==> config.mk <==
export PLATFORM = sky130hd
export DESIGN_NAME = alu_seq
export DESIGN_NICKNAME = d
export VERILOG_FILES = /design/src/rtl/alu_seq_pkg.sv /design/src/rtl/alu_seq_core.sv /design/src/rtl/alu_seq.sv
export SDC_FILE = /design/constraint.sdc
export NUM_CORES = 1
export LEC_CHECK = 0
export ABC_AREA = 1
export ABC_CLOCK_PERIOD_IN_PS = 1720
export BUFFER_PORTS_ARGS = -buffer_cell sky130_fd_sc_hd__buf_2
export CAP_MARGIN = 15
export CORE_ASPECT_RATIO = 1.5
export CORE_UTILIZATION = 59
export CTS_CLUSTER_DIAMETER = 50
export DETAILED_ROUTE_END_ITERATION = 12
export PLACE_DENSITY = 0.83
export SLEW_MARGIN = 20
export SYNTH_ARGS = -nofsm -noshare
export SYNTH_HDL_FRONTEND = slang
export SYNTH_SLANG_ARGS = --single-unit
==> constraint.sdc <==
create_clock -name Clk -period 1.72 [get_ports Clk]
set_clock_uncertainty 0.05 [all_clocks]
set_input_delay 0 -clock Clk [delete_from_list [all_inputs] [get_ports Clk]]
set_output_delay 0 -clock Clk [all_outputs]
set_load 0.005 [all_outputs]
==> src/rtl/alu_seq_pkg.sv <==
// alu_seq_pkg: opcode constants and FSM state type shared by alu_seq and alu_seq_core.
package alu_seq_pkg;

  localparam logic [2:0] OP_STP  = 3'b000;
  localparam logic [2:0] OP_SHF  = 3'b001;
  localparam logic [2:0] OP_BNEG = 3'b010;
  localparam logic [2:0] OP_NOR  = 3'b011;
  localparam logic [2:0] OP_ADD  = 3'b100;
  localparam logic [2:0] OP_ADDI = 3'b101;
  localparam logic [2:0] OP_ST   = 3'b110;
  localparam logic [2:0] OP_LD   = 3'b111;

  typedef enum logic [1:0] {
    ST_IDLE  = 2'b00,
    ST_SHIFT = 2'b01,
    ST_DONE  = 2'b10,
    ST_HALT  = 2'b11
  } state_t;

endpackage

==> src/rtl/alu_seq_core.sv <==
// alu_seq_core: combinational single-cycle result/flag datapath, including a
// barrel shifter and the decoded shift amount/direction used by the serial path.
module alu_seq_core
  import alu_seq_pkg::*;
#(
  parameter  int WIDTH = 8,
  localparam int SHW   = $clog2(WIDTH)
) (
  input  logic [2:0]       op,
  input  logic [WIDTH-1:0] a,
  input  logic [WIDTH-1:0] b,
  output logic [WIDTH-1:0] result,
  output logic             zero,
  output logic             carry,
  output logic             neg,
  output logic [SHW:0]     shamt,
  output logic             shr
);

  logic [WIDTH:0]   sum_s;
  logic [SHW:0]     s_field_s;
  logic [WIDTH-1:0] shifted_s;

  // Decode the signed shift field into direction and magnitude (1..WIDTH for right shifts).
  always_comb begin
    sum_s     = {1'b0, a} + {1'b0, b};
    s_field_s = b[SHW:0];
    shr       = s_field_s[SHW];
    if (shr) begin
      shamt     = (~s_field_s) + {{SHW{1'b0}}, 1'b1};
      shifted_s = a >> shamt;
    end else begin
      shamt     = s_field_s;
      shifted_s = a << shamt;
    end
  end

  // Select the operation result; carry is only meaningful for the adders.
  always_comb begin
    result = {WIDTH{1'b0}};
    carry  = 1'b0;
    case (op)
      OP_LD, OP_ST:    result = b;
      OP_ADD, OP_ADDI: begin
        result = sum_s[WIDTH-1:0];
        carry  = sum_s[WIDTH];
      end
      OP_NOR:          result = ~(a | b);
      OP_BNEG:         result = {{(WIDTH-1){1'b0}}, ~a[WIDTH-1]};
      OP_SHF:          result = shifted_s;
      OP_STP:          result = {WIDTH{1'b0}};
      default:         result = {WIDTH{1'b0}};
    endcase
  end

  // Zero and sign flags follow the selected result.
  always_comb begin
    zero = (result == {WIDTH{1'b0}});
    neg  = result[WIDTH-1];
  end

endmodule

==> src/rtl/alu_seq.sv <==
// alu_seq: handshaked sequential ALU with a serial (one bit per cycle) shifter.
// Define ALU_SEQ_BARREL_EN to replace the serial shift with a single-cycle barrel shift.
module alu_seq
  import alu_seq_pkg::*;
#(
  parameter  int WIDTH = 8,
  localparam int SHW   = $clog2(WIDTH)
) (
  input  logic             Clk,
  input  logic             Reset_n,
  input  logic             in_valid,
  output logic             in_ready,
  input  logic [2:0]       op,
  input  logic [WIDTH-1:0] input_a,
  input  logic [WIDTH-1:0] input_b,
  output logic             out_valid,
  input  logic             out_ready,
  output logic [WIDTH-1:0] out,
  output logic             zero,
  output logic             carry,
  output logic             neg,
  output logic             halted
);

`ifdef ALU_SEQ_BARREL_EN
  localparam logic BARREL_EN = 1'b1;
`else
  localparam logic BARREL_EN = 1'b0;
`endif

  state_t           state_r, state_nxt_s;
  logic [2:0]       op_r;
  logic [WIDTH-1:0] out_r;
  logic             zero_r, carry_r, neg_r;
  logic [SHW:0]     cnt_r;
  logic             shr_r;

  logic [WIDTH-1:0] core_result_s;
  logic             core_zero_s, core_carry_s, core_neg_s;
  logic [SHW:0]     core_shamt_s;
  logic             core_shr_s;
  logic             accept_s, start_shift_s, last_step_s;
  logic [WIDTH-1:0] step_s;

  alu_seq_core #(.WIDTH(WIDTH)) u_core (
    .op     (op),
    .a      (input_a),
    .b      (input_b),
    .result (core_result_s),
    .zero   (core_zero_s),
    .carry  (core_carry_s),
    .neg    (core_neg_s),
    .shamt  (core_shamt_s),
    .shr    (core_shr_s)
  );

  // Handshake decode and the one-bit step of the serial shifter.
  always_comb begin
    accept_s      = (state_r == ST_IDLE) && in_valid;
    start_shift_s = accept_s && (op == OP_SHF) && (core_shamt_s != {(SHW+1){1'b0}}) && !BARREL_EN;
    last_step_s   = (cnt_r == {{SHW{1'b0}}, 1'b1});
    if (shr_r) begin
      step_s = {1'b0, out_r[WIDTH-1:1]};
    end else begin
      step_s = {out_r[WIDTH-2:0], 1'b0};
    end
  end

  // FSM state register.
  always_ff @(posedge Clk or negedge Reset_n) begin
    if (!Reset_n) begin
      state_r <= ST_IDLE;
    end else begin
      state_r <= state_nxt_s;
    end
  end

  // FSM next-state logic; HALT only leaves through reset.
  always_comb begin
    state_nxt_s = state_r;
    case (state_r)
      ST_IDLE: begin
        if (start_shift_s) begin
          state_nxt_s = ST_SHIFT;
        end else if (accept_s) begin
          state_nxt_s = ST_DONE;
        end else begin
          state_nxt_s = ST_IDLE;
        end
      end
      ST_SHIFT: begin
        if (last_step_s) begin
          state_nxt_s = ST_DONE;
        end else begin
          state_nxt_s = ST_SHIFT;
        end
      end
      ST_DONE: begin
        if (out_ready && (op_r == OP_STP)) begin
          state_nxt_s = ST_HALT;
        end else if (out_ready) begin
          state_nxt_s = ST_IDLE;
        end else begin
          state_nxt_s = ST_DONE;
        end
      end
      ST_HALT: state_nxt_s = ST_HALT;
      default: state_nxt_s = ST_IDLE;
    endcase
  end

  // Result/flag registers: load on acceptance, step during SHIFT, hold otherwise.
  always_ff @(posedge Clk or negedge Reset_n) begin
    if (!Reset_n) begin
      op_r    <= OP_STP;
      out_r   <= {WIDTH{1'b0}};
      zero_r  <= 1'b1;
      carry_r <= 1'b0;
      neg_r   <= 1'b0;
      cnt_r   <= {(SHW+1){1'b0}};
      shr_r   <= 1'b0;
    end else if (start_shift_s) begin
      op_r    <= op;
      out_r   <= input_a;
      zero_r  <= (input_a == {WIDTH{1'b0}});
      carry_r <= 1'b0;
      neg_r   <= input_a[WIDTH-1];
      cnt_r   <= core_shamt_s;
      shr_r   <= core_shr_s;
    end else if (accept_s) begin
      op_r    <= op;
      out_r   <= core_result_s;
      zero_r  <= core_zero_s;
      carry_r <= core_carry_s;
      neg_r   <= core_neg_s;
    end else if (state_r == ST_SHIFT) begin
      out_r   <= step_s;
      zero_r  <= (step_s == {WIDTH{1'b0}});
      carry_r <= 1'b0;
      neg_r   <= step_s[WIDTH-1];
      cnt_r   <= cnt_r - {{SHW{1'b0}}, 1'b1};
    end else begin
      out_r   <= out_r;
    end
  end

  // Outputs are driven straight from registers or decoded from the state register.
  always_comb begin
    in_ready  = (state_r == ST_IDLE);
    out_valid = (state_r == ST_DONE);
    halted    = (state_r == ST_HALT);
    out       = out_r;
    zero      = zero_r;
    carry     = carry_r;
    neg       = neg_r;
  end

endmodule
# After elaboration in Yosys (flattened, before gate mapping)
# Cells that the tools add are included.
[totals]
out_inout_bits = 14
regBits = 21
[op_classes]
n_shift = 2
reduce_logical = 17
n_eq_ne = 12
addsub = 3
n_mux = 28
bitwise = 4
[op_table]
columns = ["op", "n"]
rows = [
  ["$pmux W8 S6", 1],
  ["$mux W8", 5],
  ["$logic_not A8 Y1", 3],
  ["$mux W4", 4],
  ["$eq A3 B3 Y1 const B", 4],
  ["$mux W1", 10],
  ["$mux W2", 5],
  ["$add A8 B8 Y9", 1],
  ["$not A8 Y8", 1],
  ["$or A8 B8 Y8", 1],
  ["$pmux W2 S4", 1],
  ["$shl A8 B4 Y8", 1],
  ["$shr A8 B4 Y8", 1],
  ["$eq A3 B2 Y1 const B", 2],
  ["$logic_not A3 Y1", 2],
  ["$mux W3", 2],
  ["$add A4 B1 Y4 const B", 1],
  ["$eq A2 B2 Y1 const B", 2],
  ["$eq A4 B1 Y1 const B", 1],
  ["$logic_and A1 B1 Y1", 4],
  ["$not A4 Y4", 1],
  ["$reduce_bool A2 Y1", 2],
  ["$reduce_bool A4 Y1", 1],
  ["$reduce_or A2 Y1", 2],
  ["other kinds (8)", 8],
]

# Longest topological paths before layout
[depth]
depth_word = 8
ltp_mapped = 19
depth_no_buf = 17

# By module
# Synthesis repeated with hierarchy kept, for this count alone.
[hier_totals]
hier_cells = 492
hier_area_um2 = 2872.8
[modules_own_cells]
columns = ["module", "cells_per_inst", "area_per_inst_um2", "n_inst", "seq_area_each_um2"]
rows = [
  ["alu_seq_core", 295, 1470.2, 1, 0.0],
  ["alu_seq", 197, 1402.6, 1, 526.8],
]

# Least setup slack after synthesis
# No wires, ideal clock.
[synth_path]
path_kind = "in2reg"
start = "input input_b[1]"
end = "register out_r[5] (netlist: out[5])"
path_slack_ns = -0.022
stages = 15
setup_ns = 0.125
arrival_ns = 1.567
required_time_ns = 1.545
path_cell_list = "buf_4 inv_1 buf_4 ha_1 buf_4 nand2_1 o21ai_1 nor3_1 nand2_1 nand3_2 buf_6 buf_6 nand3_1 o2111ai_1 nand2_1"
[synth_via]
elab_chain_cells = 7
word_cells_on_any_way = 13
classes_between = "add/sub (2); shift (2); mux (5); bitwise (1); reduce/logical (3)"
[synth_lines]
columns = ["element", "line", "text"]
rows = [
  ["from (decl)", "alu_seq.sv:15", "input logic [WIDTH-1:0] input_b,"],
  ["$not A4 Y4", "alu_seq_core.sv:30", "shamt = (~s_field_s) + {{SHW{1'b0}}, 1'b1};"],
  ["$add A4 B1 Y4", "alu_seq_core.sv:30", ""],
  ["$shr A8 B4 Y8", "alu_seq_core.sv:31", "shifted_s = a >> shamt;"],
  ["$mux W8", "alu_seq_core.sv:29", "if (shr) begin"],
  ["$pmux W8 S6", "alu_seq_core.sv:42", "case (op)"],
  ["$mux W8", "alu_seq.sv:130", "end else if (accept_s) begin"],
  ["$mux W8", "alu_seq.sv:122", "end else if (start_shift_s) begin"],
  ["to (signal assigned)", "alu_seq.sv:124", "out_r <= input_a;"],
  ["to (signal assigned)", "alu_seq.sv:132", "out_r <= core_result_s;"],
  ["to (signal assigned)", "alu_seq.sv:137", "out_r <= step_s;"],
  ["to (decl)", "alu_seq.sv:33", "logic [WIDTH-1:0] out_r;"],
]
# Parallel ways exist; a longest one is shown, timed or not.
# A chain may end at the register's enable or synchronous reset.

# Final worst setup path
[layout_path]
start = "register state_r[1]"
end = "register out_r[1] (netlist: out[1])"
[layout_via]
elab_chain_cells = 5
word_cells_on_any_way = 8
classes_between = "eq/ne (1); mux (2); reduce/logical (5)"
[layout_lines]
columns = ["element", "line", "text"]
rows = [
  ["from (decl)", "alu_seq.sv:31", "state_t state_r, state_nxt_s;"],
  ["from (signal assigned)", "alu_seq.sv:74", "state_r <= state_nxt_s;"],
  ["$logic_not A2 Y1", "alu_seq.sv:59", "accept_s = (state_r == ST_IDLE) && in_valid;"],
  ["$logic_and A1 B1 Y1", "alu_seq.sv:59", ""],
  ["$logic_and A1 B1 Y1 (2 in series)", "alu_seq.sv:60", "start_shift_s = accept_s && (op == OP_SHF) && (core_shamt_s != {(SHW+1){1'b0}}) && !BARREL_EN;"],
  ["$reduce_bool A3 Y1 (no source line) / $mux W8 (equally long branches)", "-", ""],
  ["to (signal assigned)", "alu_seq.sv:116", "out_r <= {WIDTH{1'b0}};"],
  ["to (signal assigned)", "alu_seq.sv:124", ""],
  ["to (signal assigned)", "alu_seq.sv:132", ""],
]
# Parallel ways exist; a longest one is shown, timed or not.

==> impl_metrics.tcl <==
set metrics [dict create \
    run_status "completed" \
    clock_latency_ps 260 \
    h-tree-depth 1 \
    io_pins 37 \
    critPathLaunchType "flip-flop" \
    synth_fp_nets 485 \
    cts_tree "built" \
    seq_power_share_pct 35.7 \
    netlist_instances 439 \
    min_period_ps 1620 \
    grt-ovfl-total 0 \
    multi_input_area_mm2 0.00181 \
    drcViolationCount 0 \
    clock-root-buffer "clkbuf_8" \
    ys_warn_count 0 \
    seqCellArea_um2 502 \
    netlist_top_cells_area "nand2_1 (21%), dfrtp_1 (18%), nand3_1 (11%)" \
    r2r_start "state_r[1]$_DFF_PN0_" \
    ir_worst_vdd_mv 0.638 \
    crit_buf_inv 3 \
    syn_area_mm2 0.00262 \
    finalHoldViolCount 0 \
    crit_fanout 13 \
    r2r_end "out[1]$_DFFE_PN0P_" \
    critical-path-top-delay-family "buffers and inverters" \
    num_rows 29 \
    dieArea_mm2 0.00472 \
    final_nets 558 \
    slew_headroom_pct 70.5 \
    rrSetupSlack_ps 100 \
    setup_viol 0 \
    drt_iter0_drc 212 \
    start_util_pct 61.7 \
    io_buffers 36 \
    grt_pass1_vias 2887 \
    power.leakage_nw 1.81 \
    clock_path_buffers 2 \
    crit_path_max_incr_delay_ps 420 \
    holdCritPathClass "in2reg" \
    p_comb_share_pct 40.3 \
    num_vias 3139 \
    fin_tns_setup_ps 0 \
    avgViaCountPerCell 5.64 \
    ys_seq_area_share_pct 19.1 \
    numCtsBuffers 3 \
    yosys.area.top_type "nand2_1" \
    avgSynthCellArea_um2 5.97 \
    grt_usage_pct 33.7 \
    maxCapViolCount 0 \
    p_sw_uw 473 \
    wirelength_mm 7.93 \
    rsz0062_at_grt "no" \
    min_delay_path_depth 3 \
    cp_slowest_cell "dfrtp_1" \
    max_freq_mhz 617 \
    grt_max_degree 21 \
    p_clk_share_pct 23.9 \
    yosys_register_bits 20 \
    synth_common_cells "nand2_1 (148), nand3_1 (58), inv_1 (53)" \
    r2r_cells 8 \
    tightest_slew_ps 442 \
    drt_pre_antenna_iters 5 \
    fp.dieH_um 83.6 \
    synthArstFlopShare_pct 100 \
    diodes 0 \
    power_switching_share_pct 35.9 \
    pre_cts_ws_ps -125 \
    coreArea_mm2 0.00425 \
    layout-drive-gt1-share_pct 21.1 \
    synth_edf_count 0 \
    area_growth_pct 20.8 \
    nFillCells 393 \
    cp_common_cell "buf_4" \
    post_drt_wl_per_cell_um 14.2 \
    grt_pass1_wl_mm 12.7 \
    gp_congestion 1.04 \
    ant_nets 0 \
    yosysMostFrequentCell "nand2_1" \
    fin_crit_sh_pct 94.3 \
    internal_power_uw 843 \
    hpwl_mm 6.34 \
    pwr_density_cell_mw_per_mm2 416 \
    hold_start "input_a[6]" \
    setup_ws_ps 98.0 \
    slew_violations 0 \
    path_class "reg2reg" \
    clk_pin_slew_ps 70 \
    crit_path_end_kind "flip-flop" \
    grt_antenna_before_repair 0 \
    crit_required_ps 1820 \
    ys_types 36 \
    crit_chain "nor2_2, nand2_2, inv_4, nand3_2, buf_4, buf_4, a21oi_1, o21ai_1" \
    clkSinkCount 20 \
    synth-main-ff-cell "dfrtp_1" \
    critPathArrivalTime_ps 1720 \
    hold_end "out[6]$_DFFE_PN0P_" \
    die_w_um 56.4 \
    synth_top_area_share_pct 21.2 \
    postCtsSetupRepairBufs 0 \
]
[worst min-delay path: stages]
cell     delay [ps]
buf_2           110
o21ai_1          70
o22ai_1         120
[sequential cells by signal, summed over array words and instances, names as in the netlist]
register  flops
carry         1
cnt_r         4
op_r          3
out           8
shr_r         1
state_r       2
zero          1
[final cells by class]
class | instances | share of cell area (%)
Inverter | 60 | 7.19
Sequential cell | 20 | 15.8
Clock buffer | 4 | 1.42
Tap cell | 46 | 1.82
Multi-Input combinational cell | 347 | 57.3
Timing Repair Buffer | 80 | 16.4
[placed cells by master (no fill, tap or decap), drive strengths merged, types with 3 or more instances in the layout]
cell type  count
o211ai         3
clkbuf         4
a21oi         14
o2111ai        3
dfrtp         19
nand3         60
nand2        155
ha            22
nand3b         3
nor3           5
o21ai         34
nand4          4
nor2          31
buf           78
inv           59
[kinds of logic (layout without fill, tap and decap cells)]
logic type,after synthesis,after routing,synth area share (%)
AO/OA/AOI/OAI,63,63,13.6
adder cells (fa/ha/maj),23,23,11.3
XOR/XNOR,1,1,0.334
buffers and inverters,72,144,12.2
flip-flops,20,20,19.1
AND/OR/NAND/NOR,260,260,43.5
[timing repair]
item	4_1_cts	5_1_grt
endpoints found under the setup margin	0	5
endpoints found under the hold margin	21	0
resized for setup	0	5
hold buffers	2	0
[power groups by stage]
| stage | sequential (mW) | clock [mW] | combinational, mW |
|---|---|---|---|
| 2_1_floorplan | 0.479 | 0 | 0.319 |
| 3_3_place_gp | 0.479 | 0 | 0.506 |
| 3_5_place_dp | 0.479 | 0 | 0.513 |
| 4_1_cts | 0.470 | 0.322 | 0.519 |
| 5_1_grt | 0.470 | 0.334 | 0.588 |
| 6_report | 0.470 | 0.315 | 0.531 |
[layer usage]
metal	global-route usage [%]	part of all wire [%]	routed length, µm
met5	0	0	0
met4	19.5	4.5	357
met3	3.10	6.3	501
met2	58.9	51	4040
met1	38.9	38	3030
[how the worst max path moves through the flow]
stage / startpoint / endpoint / cells after the start
floorplan: input_b[1] / out[5]$_DFFE_PN0P_ / 15
global placement: input_b[0] / zero$_DFFE_PN1P_ / 17
detailed placement: input_b[0] / zero$_DFFE_PN1P_ / 17
CTS: state_r[1]$_DFF_PN0_ / out[1]$_DFFE_PN0P_ / 8
global route: state_r[1]$_DFF_PN0_ / out[1]$_DFFE_PN0P_ / 8
finish: state_r[1]$_DFF_PN0_ / out[1]$_DFFE_PN0P_ / 8
[stage by stage]
stage | utilization (%) | cells | power (mW) | hold slack (ps) | cell area [µm²]
after floorplan | - | 439 | 0.798 | -346 | 2630
after global placement | 72.5 | 551 | 0.985 | -89.2 | 3080
after detailed placement | 72.5 | 551 | 0.992 | -86.7 | 3080
after CTS | 74.1 | 557 | 1.31 | 31.7 | 3140
after global routing | 74.6 | 557 | 1.39 | 50.9 | 3170
final | 74.6 | 557 | 1.32 | 40.0 | 3170
Power figures use the tool's default switching activity.
